===== src/rtl/pcu_pkg.sv =====
`default_nettype none
// ============================================================================
// Module      : pcu_pkg
// Description : Shared definitions for the second-generation PC unit:
//               branch-condition encodings, delay-slot FSM state encodings
//               and the exception vector offset.
// Revision    : 1.0 - initial release
// ============================================================================
package pcu_pkg;

  // Branch condition select (BrCond). Codes 6 and 7 are never taken.
  typedef logic [2:0] pcu_brcond_t;
  localparam pcu_brcond_t BR_EQ  = 3'd0;
  localparam pcu_brcond_t BR_NE  = 3'd1;
  localparam pcu_brcond_t BR_LEZ = 3'd2;
  localparam pcu_brcond_t BR_GTZ = 3'd3;
  localparam pcu_brcond_t BR_LTZ = 3'd4;
  localparam pcu_brcond_t BR_GEZ = 3'd5;

  // Delay-slot sequencing states.
  typedef logic [0:0] pcu_state_t;
  localparam pcu_state_t PCU_SEQ  = 1'b0;
  localparam pcu_state_t PCU_SLOT = 1'b1;

  // Exception handler lives at RESET_VECTOR + this offset.
  localparam logic [31:0] PCU_EXC_OFFSET = 32'h0000_0180;

endpackage
`default_nettype wire


===== src/rtl/pcu_branch_cond.sv =====
`default_nettype none
// ============================================================================
// Module      : pcu_branch_cond
// Description : Combinational branch-condition evaluator. Turns the BrCond
//               select plus the ALU zero/sign flags into a taken flag.
//               Shared with the pipelined core's ID-stage comparator.
// Ports       : BrCond  in  3  condition select (BR_EQ..BR_GEZ)
//               ALUZero in  1  ALU result == 0
//               ALUNeg  in  1  ALU result sign bit
//               Taken   out 1  branch condition satisfied
// Revision    : 1.0 - initial release
// ============================================================================
module pcu_branch_cond
  import pcu_pkg::*;
(
  input  logic [2:0] BrCond,
  input  logic       ALUZero,
  input  logic       ALUNeg,
  output logic       Taken
);

  always_comb begin
    Taken = 1'b0;
    case (BrCond)
      BR_EQ:   Taken = ALUZero;
      BR_NE:   Taken = !ALUZero;
      BR_LEZ:  Taken = ALUZero || ALUNeg;
      BR_GTZ:  Taken = !ALUZero && !ALUNeg;
      BR_LTZ:  Taken = ALUNeg;
      BR_GEZ:  Taken = !ALUNeg;
      default: Taken = 1'b0;
    endcase
  end

endmodule
`default_nettype wire


===== src/rtl/pc_unit_gen2.sv =====
`default_nettype none
// ============================================================================
// Module      : pc_unit_gen2
// Description : Program-counter unit. Holds the PC and selects the next PC
//               from sequential, branch, J/JAL and JR/JALR sources
//               (priority JumpReg > Jump > taken Branch > sequential).
//               DELAY_SLOT=1 inserts one architectural delay-slot
//               instruction before a taken redirect.
// Optional    : `define PCU_EXCEPTION_EN adds Exception/Eret/EPCIn inputs
//               and the EPC output.
// Ports       : CLK, RST (sync, active-high), Stall
//               Jump, JumpReg, Branch, BrCond[2:0], ALUZero, ALUNeg
//               JumpTarget[25:0], BranchOffset[W], RegTarget[W]
//               PCOut[W], PCPlus4[W], Redirect, AddrMisalign
//               (opt) Exception, Eret, EPCIn[W], EPC[W]
// Revision    : 1.0 - initial release
// ============================================================================
module pc_unit_gen2
  import pcu_pkg::*;
#(
  parameter int               WIDTH        = 32,
  parameter logic [WIDTH-1:0] RESET_VECTOR = WIDTH'(32'h0000_3000),
  parameter int               DELAY_SLOT   = 0
) (
  input  logic             CLK,
  input  logic             RST,
  input  logic             Stall,
  input  logic             Jump,
  input  logic             JumpReg,
  input  logic             Branch,
  input  logic [2:0]       BrCond,
  input  logic             ALUZero,
  input  logic             ALUNeg,
  input  logic [25:0]      JumpTarget,
  input  logic [WIDTH-1:0] BranchOffset,
  input  logic [WIDTH-1:0] RegTarget,
`ifdef PCU_EXCEPTION_EN
  input  logic             Exception,
  input  logic             Eret,
  input  logic [WIDTH-1:0] EPCIn,
  output logic [WIDTH-1:0] EPC,
`endif
  output logic [WIDTH-1:0] PCOut,
  output logic [WIDTH-1:0] PCPlus4,
  output logic             Redirect,
  output logic             AddrMisalign
);

  logic [WIDTH-1:0] r_pc;
  logic [WIDTH-1:0] r_pending;
  pcu_state_t       r_state;
  logic             r_redirect;

  logic             w_taken;
  logic             w_nonSeq;
  logic [WIDTH-1:0] w_pcPlus4;
  logic [WIDTH-1:0] w_branchTarget;
  logic [WIDTH-1:0] w_jumpTarget;
  logic [WIDTH-1:0] w_target;
  logic [WIDTH-1:0] w_targetAligned;

  assign w_pcPlus4      = r_pc + WIDTH'(4);
  assign w_branchTarget = w_pcPlus4 + (BranchOffset << 2);
  assign w_jumpTarget   = {w_pcPlus4[WIDTH-1:28], JumpTarget, 2'b00};

  pcu_branch_cond u_brCond (
    .BrCond  (BrCond),
    .ALUZero (ALUZero),
    .ALUNeg  (ALUNeg),
    .Taken   (w_taken)
  );

  // Inline priority mux for the redirect source.
  always_comb begin
    w_target = w_pcPlus4;
    w_nonSeq = 1'b0;
    if (JumpReg) begin
      w_target = RegTarget;
      w_nonSeq = 1'b1;
    end else if (Jump) begin
      w_target = w_jumpTarget;
      w_nonSeq = 1'b1;
    end else if (Branch && w_taken) begin
      w_target = w_branchTarget;
      w_nonSeq = 1'b1;
    end
  end

  // A misaligned target is flagged but still loaded, word-aligned.
  assign w_targetAligned = {w_target[WIDTH-1:2], 2'b00};

  // In the delay slot the control inputs are ignored, so there is no
  // selected target to report on.
  assign AddrMisalign = w_nonSeq && (r_state == PCU_SEQ) && (w_target[1:0] != 2'b00);

`ifdef PCU_EXCEPTION_EN
  localparam logic [WIDTH-1:0] c_excVector = RESET_VECTOR + WIDTH'(PCU_EXC_OFFSET);
  logic [WIDTH-1:0] r_epc;
  assign EPC = r_epc;
`endif

  always_ff @(posedge CLK) begin
    if (RST) begin
      r_pc       <= RESET_VECTOR;
      r_state    <= PCU_SEQ;
      r_pending  <= '0;
      r_redirect <= 1'b0;
`ifdef PCU_EXCEPTION_EN
      r_epc      <= '0;
    end else if (Exception) begin
      // In the slot the faulting context is the branch, one word back.
      r_epc      <= (r_state == PCU_SLOT) ? (r_pc - WIDTH'(4)) : r_pc;
      r_pc       <= c_excVector;
      r_state    <= PCU_SEQ;
      r_pending  <= '0;
      r_redirect <= 1'b1;
    end else if (Eret) begin
      r_pc       <= EPCIn;
      r_state    <= PCU_SEQ;
      r_pending  <= '0;
      r_redirect <= 1'b1;
`endif
    end else if (Stall) begin
      r_redirect <= 1'b0;
    end else if (DELAY_SLOT == 0) begin
      r_pc       <= w_nonSeq ? w_targetAligned : w_pcPlus4;
      r_redirect <= w_nonSeq;
    end else if (r_state == PCU_SLOT) begin
      r_pc       <= r_pending;
      r_redirect <= 1'b1;
      r_state    <= PCU_SEQ;
    end else begin
      // Fetch the delay-slot instruction first; redirect on the next cycle.
      r_pc       <= w_pcPlus4;
      r_redirect <= 1'b0;
      if (w_nonSeq) begin
        r_pending <= w_targetAligned;
        r_state   <= PCU_SLOT;
      end
    end
  end

  assign PCOut    = r_pc;
  assign PCPlus4  = w_pcPlus4;
  assign Redirect = r_redirect;

endmodule
`default_nettype wire

===== config.mk =====
export PLATFORM = sky130hd
export DESIGN_NAME = pc_unit_gen2
export DESIGN_NICKNAME = d
export VERILOG_FILES = /design/src/rtl/pcu_pkg.sv /design/src/rtl/pcu_branch_cond.sv /design/src/rtl/pc_unit_gen2.sv
export SDC_FILE = /design/constraint.sdc
export NUM_CORES = 1
export LEC_CHECK = 0
export ABC_AREA = 0
export BUFFER_PORTS_ARGS = -buffer_cell sky130_fd_sc_hd__buf_2
export CAP_MARGIN = 20
export CORE_MARGIN = 2
export CORE_UTILIZATION = 40
export CTS_BUF_LIST = sky130_fd_sc_hd__clkbuf_8
export DETAILED_ROUTE_END_ITERATION = 16
export GPL_TIMING_DRIVEN = 0
export MAX_ROUTING_LAYER = met4
export PLACE_DENSITY = 0.72
export SLEW_MARGIN = 20
export SYNTH_ARGS = -nofsm -noshare
export SYNTH_HDL_FRONTEND = slang
export SYNTH_SLANG_ARGS = --single-unit

===== constraint.sdc =====
create_clock -name CLK -period 6.3 [get_ports CLK]
set_input_delay 0.945 -clock CLK [delete_from_list [all_inputs] [get_ports CLK]]
set_output_delay 0.945 -clock CLK [all_outputs]
set_load 0.05 [all_outputs]

== Word-level counts from Yosys, hierarchy flattened ==
Cells that the tools add are included.

* Register bits after elaboration: 33

* Equal/unequal tests: 5
* Add/subtract/negate cells: 2
* Reduce and logical (&&, ||, !) cells: 9
* Multiplexer cells: 8

{| class="wikitable"
|+ Operators with widths
! operator !! count
|-
| two-way mux 32 bit || 4
|-
| adder 32 x 3 -> 32 bit, second input constant || 1
|-
| adder 32 bit || 1
|-
| == test 3 x 2 -> 1 bit, second input constant || 2
|-
| == test 3 bit, second input constant || 2
|-
| case mux 1 bit (6 select lines) || 1
|-
| == test 3 x 1 -> 1 bit, second input constant || 1
|-
| logical AND 1 bit || 3
|-
| zero test 3 bit || 1
|-
| two-way mux 1 bit || 3
|-
| zero test 1 bit || 2
|-
| nonzero test 2 bit || 1
|-
| OR reduction 2 bit || 1
|-
| logical OR 1 bit || 1
|}

== Longest topological paths before layout ==
* Depth in word-level cells: 9
* Depth in mapped cells: 15
* Mapped depth without buffers: 15

== Hierarchy ==
A second synthesis with hierarchy kept.

* Cell total of the unflattened synthesis: 612
* Area, all modules: 4,326.6 um^2

{| class="wikitable"
|+ By module, submodules not included
! module !! area each (um^2) !! cells an instance !! seq. area each (um^2) !! times used
|-
| pc_unit_gen2 || 4,279.1 || 605 || 620.6 || 1
|-
| pcu_branch_cond || 47.5 || 7 || 0.0 || 1
|}

== Worst setup path before layout ==
Ideal clock, no wire load.

* Path type: reg-to-reg
* From: register r_pc[4] (netlist: PCOut[4])
* To: register r_pc[27] (netlist: PCOut[27])
* Period minus slack after synthesis: 4.626 ns
* Required time: 6.214 ns
* Path buffers: 1
* Setup time: 0.086 ns
* Data arrival time: 4.539 ns
* Setup slack: 1.674 ns
* Stages on the path, launching flop included: 16
* Cell sequence: dfxtp_1 -> nand3_1 -> or3_1 -> buf_6 -> nor3_4 -> and4_1 -> xor2_1 -> ha_1 -> nand4_1 -> or3_1 -> a211oi_1 -> a221o_2 -> nor2_1 -> xor2_1 -> a2111o_1 -> a221oi_2

* Word-level cells in the longest chain between the ends: 6

{| class="wikitable"
|+ Ends and longest elaborated chain
! what !! RTL line !! text
|-
| start: declaration || pc_unit_gen2.sv:49 || <nowiki>logic [WIDTH-1:0] r_pc;</nowiki>
|-
| start signal: assignment || pc_unit_gen2.sv:126 || <nowiki>r_pc <= w_nonSeq ? w_targetAligned : w_pcPlus4;</nowiki>
|-
| start signal: assignment || pc_unit_gen2.sv:129 || <nowiki>r_pc <= r_pending;</nowiki>
|-
| start signal: assignment || pc_unit_gen2.sv:134 || <nowiki>r_pc <= w_pcPlus4;</nowiki>
|-
| adder 32 x 3 -> 32 bit || pc_unit_gen2.sv:62 || <nowiki>assign w_pcPlus4 = r_pc + WIDTH'(4);</nowiki>
|-
| named net PCPlus4[25] || pc_unit_gen2.sv:44 || <nowiki>output logic [WIDTH-1:0] PCPlus4,</nowiki>
|-
| adder 32 bit || pc_unit_gen2.sv:63 || <nowiki>assign w_branchTarget = w_pcPlus4 + (BranchOffset << 2);</nowiki>
|-
| two-way mux 32 bit || pc_unit_gen2.sv:83 || <nowiki>end else if (Branch && w_taken) begin</nowiki>
|-
| two-way mux 32 bit || pc_unit_gen2.sv:80 || <nowiki>end else if (Jump) begin</nowiki>
|-
| two-way mux 32 bit || pc_unit_gen2.sv:77 || <nowiki>if (JumpReg) begin</nowiki>
|-
| two-way mux 32 bit || pc_unit_gen2.sv:126 ||
|}

The timed path passes the listed nets, and every way through them passes these cells.
A chain may end at the register's enable or synchronous reset.

== Final worst setup path ==
* From: register r_pc[2] (netlist: PCOut[2])
* To: register r_pc[30] (netlist: PCOut[30])

* Word-level cells in the longest chain between the ends: 6

{| class="wikitable"
|+ Ends and longest elaborated chain
! what !! RTL line
|-
| adder 32 x 3 -> 32 bit * || pc_unit_gen2.sv:62
|-
| adder 32 bit || pc_unit_gen2.sv:63
|-
| two-way mux 32 bit || pc_unit_gen2.sv:83
|-
| two-way mux 32 bit || pc_unit_gen2.sv:80
|-
| two-way mux 32 bit || pc_unit_gen2.sv:77
|-
| two-way mux 32 bit * || pc_unit_gen2.sv:126
|}

Every way passes the cells marked *; elsewhere a longest branch is shown, timed or not.

==> impl_results.html <==
<table>
<tr><th>Metric</th><th>Value</th></tr>
<tr><th colspan="2">Drt</th></tr>
<tr><td>Avg Vias per Cell</td><td>between 5 and 6</td></tr>
<tr><td>Detailed router's first-iteration violation count</td><td>378</td></tr>
<tr><td>Final routed wire length divided by cell count</td><td>20.4 µm</td></tr>
<tr><td>Number of antenna-violating nets in the routed design</td><td>0</td></tr>
<tr><td>Detailed-routing iteration count for the pre-antenna-repair pass</td><td>5</td></tr>
<tr><td>Wire length reported by the detailed router</td><td>18.1 mm</td></tr>
<tr><td>Vias after detailed routing</td><td>5,279</td></tr>
<tr><td>Final routed DRC violation total</td><td>0</td></tr>
<tr><th colspan="2">Global routing</th></tr>
<tr><td>Global route total overflow</td><td>0</td></tr>
<tr><td>Global-route wire length before repair</td><td>27.2 mm</td></tr>
<tr><td>Antenna violations before repair</td><td>2</td></tr>
<tr><td>Overall track demand over capacity in global routing</td><td>0.323</td></tr>
<tr><td>Vias in the first global route</td><td>between 5,000 and 6,000</td></tr>
<tr><td>Pin count of the biggest net entering global routing</td><td>11</td></tr>
<tr><th colspan="2">CTS</th></tr>
<tr><td>Clock network latency to the later pin of the worst-skew pair</td><td>0.30 ns</td></tr>
<tr><td>CTS sink count</td><td>31</td></tr>
<tr><td>Clock root buffer</td><td>sky130_fd_sc_hd__clkbuf_8</td></tr>
<tr><td>Maximum number of buffers from clock root to sink</td><td>2</td></tr>
<tr><td>Count of hold-fix buffers inserted at cts</td><td>0</td></tr>
<tr><td>Number of levels in the clock H-tree</td><td>2</td></tr>
<tr><td>Post-CTS clock slew at the launch and capture registers of the worst setup and hold paths</td><td>0.07 ns</td></tr>
<tr><td>Num CTS Buffers</td><td>5</td></tr>
<tr><td>CTS tree</td><td>done</td></tr>
<tr><td>Number of buffers added for setup after CTS</td><td>0</td></tr>
<tr><td>Number of gates resized after cts</td><td>0</td></tr>
<tr><th colspan="2">Logic synthesis</th></tr>
<tr><td>Biggest area consumer among synthesized cells</td><td>sky130_fd_sc_hd__dfxtp_1</td></tr>
<tr><td>Area share of the leading cell type in the synthesized netlist</td><td>0.148</td></tr>
<tr><td>Leading post-synthesis cells by instance count</td><td>sky130_fd_sc_hd__nand2_1 (61), sky130_fd_sc_hd__nor2_1 (60), sky130_fd_sc_hd__a21oi_1 (50)</td></tr>
<tr><td>Cell types with the largest area share after synthesis</td><td>sky130_fd_sc_hd__dfxtp_1 (15%), sky130_fd_sc_hd__ha_1 (11%), sky130_fd_sc_hd__a21oi_1 (6.0%)</td></tr>
<tr><td>Most instantiated flip-flop cell in the synthesis netlist</td><td>sky130_fd_sc_hd__dfxtp_1</td></tr>
<tr><td>Yosys warnings</td><td>0</td></tr>
<tr><td>Fraction of the yosys area taken by sequential cells</td><td>0.148</td></tr>
<tr><td>Cells after synthesis</td><td>between 500 and 600</td></tr>
<tr><td>Number of synthesized flops with an enable pin</td><td>0</td></tr>
<tr><td>Share of synthesized flip-flops with an asynchronous set or reset</td><td>0</td></tr>
<tr><td>Library cell with the highest instance count after synthesis</td><td>sky130_fd_sc_hd__nand2_1</td></tr>
<tr><td>Synthesis-stage register bit count</td><td>31</td></tr>
<tr><td>Post-synth design cell area</td><td>4190 µm²</td></tr>
<tr><td>Synthesized area divided by synthesized cell count</td><td>7.22 µm²</td></tr>
<tr><td>Netlist cell types</td><td>71</td></tr>
<tr><th colspan="2">Floorplan</th></tr>
<tr><td>Vert. Die Dim</td><td>106 µm</td></tr>
<tr><td>Number of top-level design ports</td><td>167</td></tr>
<tr><td>Core outline area</td><td>a little over 10,000 µm²</td></tr>
<tr><td>Die span in x</td><td>106 µm</td></tr>
<tr><td>Die Footprint</td><td>11,300 µm²</td></tr>
<tr><td>Row count</td><td>37</td></tr>
<tr><td>Initial Util</td><td>0.409</td></tr>
<tr><th colspan="2">Pwr</th></tr>
<tr><td>Switching fraction of total power</td><td>0.494</td></tr>
<tr><td>Combinational fraction of design power</td><td>0.549</td></tr>
<tr><td>Reported leakage power</td><td>2.41 nW</td></tr>
<tr><td>Peak VDD IR</td><td>0.0000990 V</td></tr>
<tr><td>Sequential power share</td><td>0.250</td></tr>
<tr><td>Pwr dens</td><td>180 nW/µm²</td></tr>
<tr><td>Total power after layout</td><td>950 µW</td></tr>
<tr><td>Internal cell power</td><td>481 µW</td></tr>
<tr><td>P_sw</td><td>between 400 and 500 µW</td></tr>
<tr><td>Clk pwr share</td><td>0.201</td></tr>
<tr><th colspan="2">Run</th></tr>
<tr><td>Max-capacitance violation count</td><td>0</td></tr>
<tr><th colspan="2">Outcome</th></tr>
<tr><td>Result of the run</td><td>complete, no violations</td></tr>
<tr><th colspan="2">Timing</th></tr>
<tr><td>Maximum clock skew at final layout</td><td>between 0.009 and 0.01 ns</td></tr>
<tr><td>Worst setup margin</td><td>between 1.5 and 2 ns</td></tr>
<tr><td>Setup TNS Final</td><td>0 ns</td></tr>
<tr><td>Setup repair after global routing missed its margin</td><td>no</td></tr>
<tr><td>Worst slew pin tran</td><td>0.743 ns</td></tr>
<tr><td>Final cycle utilization of the critical path</td><td>0.691</td></tr>
<tr><td>Max-Slew Margin vs Limit</td><td>0.505</td></tr>
<tr><td>Number of setup violations in the final report</td><td>0</td></tr>
<tr><td>Final max-slew violation count</td><td>0</td></tr>
<tr><td>Post-route worst hold slack</td><td>0.547 ns</td></tr>
<tr><td>Final hold violation count</td><td>0</td></tr>
<tr><td>Min cycle time layout</td><td>4.35 ns</td></tr>
<tr><td>Fmax</td><td>230 MHz</td></tr>
<tr><th colspan="2">Setup path</th></tr>
<tr><td>Setup crit end kind</td><td>flip-flop</td></tr>
<tr><td>Largest fanout on the critical path</td><td>6</td></tr>
<tr><td>Register-to-register setup slack</td><td>1.95 ns</td></tr>
<tr><td>Arrival time reported for the critical path endpoint</td><td>4.57 ns</td></tr>
<tr><td>Setup CP Type</td><td>flip-flop to flip-flop</td></tr>
<tr><td>Critical Path Source Type</td><td>flip-flop</td></tr>
<tr><td>Critical path data required time</td><td>between 6 and 7 ns</td></tr>
<tr><th colspan="2">Placement</th></tr>
<tr><td>Place WS</td><td>2.03 ns</td></tr>
<tr><td>Detailed-placement wirelength estimate</td><td>14.7 mm</td></tr>
<tr><td>Area post-placement</td><td>5160 µm²</td></tr>
<tr><td>Port bufs</td><td>159</td></tr>
<tr><td>Placer Congestion</td><td>~0.98</td></tr>
<tr><th colspan="2">Final layout</th></tr>
<tr><td>Post-route design area</td><td>5270 µm²</td></tr>
<tr><td>Post-layout nets</td><td>887</td></tr>
<tr><td>Area delta synth-&gt;final</td><td>25.9%</td></tr>
<tr><td>Layout cell share with drive strength beyond 1</td><td>0.259</td></tr>
<tr><td>Layout filler cell count</td><td>1,081</td></tr>
<tr><th colspan="2">Min path</th></tr>
<tr><td>HP Class</td><td>flip-flop to flip-flop</td></tr>
</table>
==> power by group through the flow <==
stage	logic, mW	registers (mW)	clock network [mW]
3_3_place_gp	0.511	0.240	0
2_1_floorplan	0.312	0.288	0
5_1_grt	0.559	0.240	0.200
4_1_cts	0.516	0.237	0.189
6_report	0.521	0.237	0.191
3_5_place_dp	0.514	0.241	0
==> through the flow <==
step | std cells | util
2_1_floorplan | 583 | -
4_1_cts | 886 | 0.515
5_1_grt | 888 | 0.515
6_report | 888 | 0.515
3_3_place_gp | 878 | 0.505
3_5_place_dp | 878 | 0.505
==> worst max-delay path: stages (launching register included) <==
cell and delay [ns]:
sky130_fd_sc_hd__dfxtp_1 0.50, sky130_fd_sc_hd__ha_1 0.25, sky130_fd_sc_hd__and4_1 0.34, sky130_fd_sc_hd__and2_1 0.18, sky130_fd_sc_hd__nand2_1 0.07, sky130_fd_sc_hd__xnor2_1 0.45
sky130_fd_sc_hd__ha_1 0.27, sky130_fd_sc_hd__and2_1 0.25, sky130_fd_sc_hd__nand3_1 0.10, sky130_fd_sc_hd__a21oi_1 0.27, sky130_fd_sc_hd__o21ai_1 0.17, sky130_fd_sc_hd__a311oi_1 0.61
sky130_fd_sc_hd__a221oi_1 0.23, sky130_fd_sc_hd__or4_1 0.44, sky130_fd_sc_hd__a31oi_1 0.16
==> cells in the final DEF, fill, tap and decap left out, types with 5 or more instances in the layout <==
cell | synthesis | routed
sky130_fd_sc_hd__clkbuf_8 | 0 | 7
sky130_fd_sc_hd__nand4_1 | 11 | 11
sky130_fd_sc_hd__buf_2 | 3 | 162
sky130_fd_sc_hd__inv_1 | 16 | 16
sky130_fd_sc_hd__nand2_1 | 61 | 61
sky130_fd_sc_hd__ha_1 | 36 | 36
sky130_fd_sc_hd__and2_1 | 5 | 5
sky130_fd_sc_hd__o21a_1 | 11 | 11
sky130_fd_sc_hd__a21oi_1 | 50 | 50
sky130_fd_sc_hd__and4_1 | 7 | 7
sky130_fd_sc_hd__or3_1 | 5 | 5
sky130_fd_sc_hd__o211ai_1 | 10 | 10
sky130_fd_sc_hd__a21o_1 | 6 | 6
sky130_fd_sc_hd__nand2b_1 | 5 | 5
sky130_fd_sc_hd__nand3_1 | 12 | 12
sky130_fd_sc_hd__nor3_1 | 26 | 26
sky130_fd_sc_hd__o22ai_1 | 6 | 6
sky130_fd_sc_hd__xnor2_1 | 23 | 23
sky130_fd_sc_hd__a31oi_1 | 12 | 12
sky130_fd_sc_hd__a211oi_1 | 13 | 13
sky130_fd_sc_hd__xor2_1 | 21 | 21
sky130_fd_sc_hd__a221oi_1 | 10 | 10
sky130_fd_sc_hd__nor2_1 | 60 | 60
sky130_fd_sc_hd__and3_1 | 7 | 7
sky130_fd_sc_hd__clkbuf_1 | 20 | 20
sky130_fd_sc_hd__o21ai_0 | 23 | 23
sky130_fd_sc_hd__dfxtp_1 | 31 | 31
==> cell type report <==
class | instances | area, µm² | share of cell area
antenna | 2 | 5.00 | 0.000949
multi-input combinational | 503 | 3360 | 0.638
sequential | 31 | 621 | 0.118
inverter | 19 | 71.3 | 0.0135
clock inverter | 1 | 7.51 | 0.00142
timing repair buffer | 159 | 796 | 0.151
buffer | 30 | 140 | 0.0266
tap | 136 | 170 | 0.0323
clock buffer | 7 | 96.3 | 0.0183
==> flip-flops by register name (all words and copies together) (netlist names) <==
name and flops:
Redirect 1, PCOut 30
==> per-layer routing <==
layer  up-vias  global-route usage  share of wire
met5         -                   -              0
met3        30              0.0448          0.095
met1      2411               0.418           0.41
li1       2531                   -              -
met2       307               0.519           0.46
met4         0               0.108          0.032
==> cells by family (layout without fill, tap and decap cells) <==
logic type	count (synthesis)	in the layout	share of synthesized area
flip-flops	31	31	0.148
adder cells (fa/ha/maj)	37	37	0.112
XOR/XNOR	46	46	0.0999
buffers and inverters	49	216	0.0505
multiplexers	1	1	0.00239
AND/OR/NAND/NOR	223	223	0.268
other	1	6	0.000896
AO/OA/AOI/OAI	192	192	0.317
==> final timing paths <==
check / start / endpoint / cells past startpoint
max: PCOut[2] / PCOut[30] / 14
min: PCOut[10] / PCOut[10] / 2
max reg2reg: PCOut[2] / PCOut[30] / 14
min reg2reg: PCOut[10] / PCOut[10] / 2
Note: power is estimated with default switching activity, not from simulation.
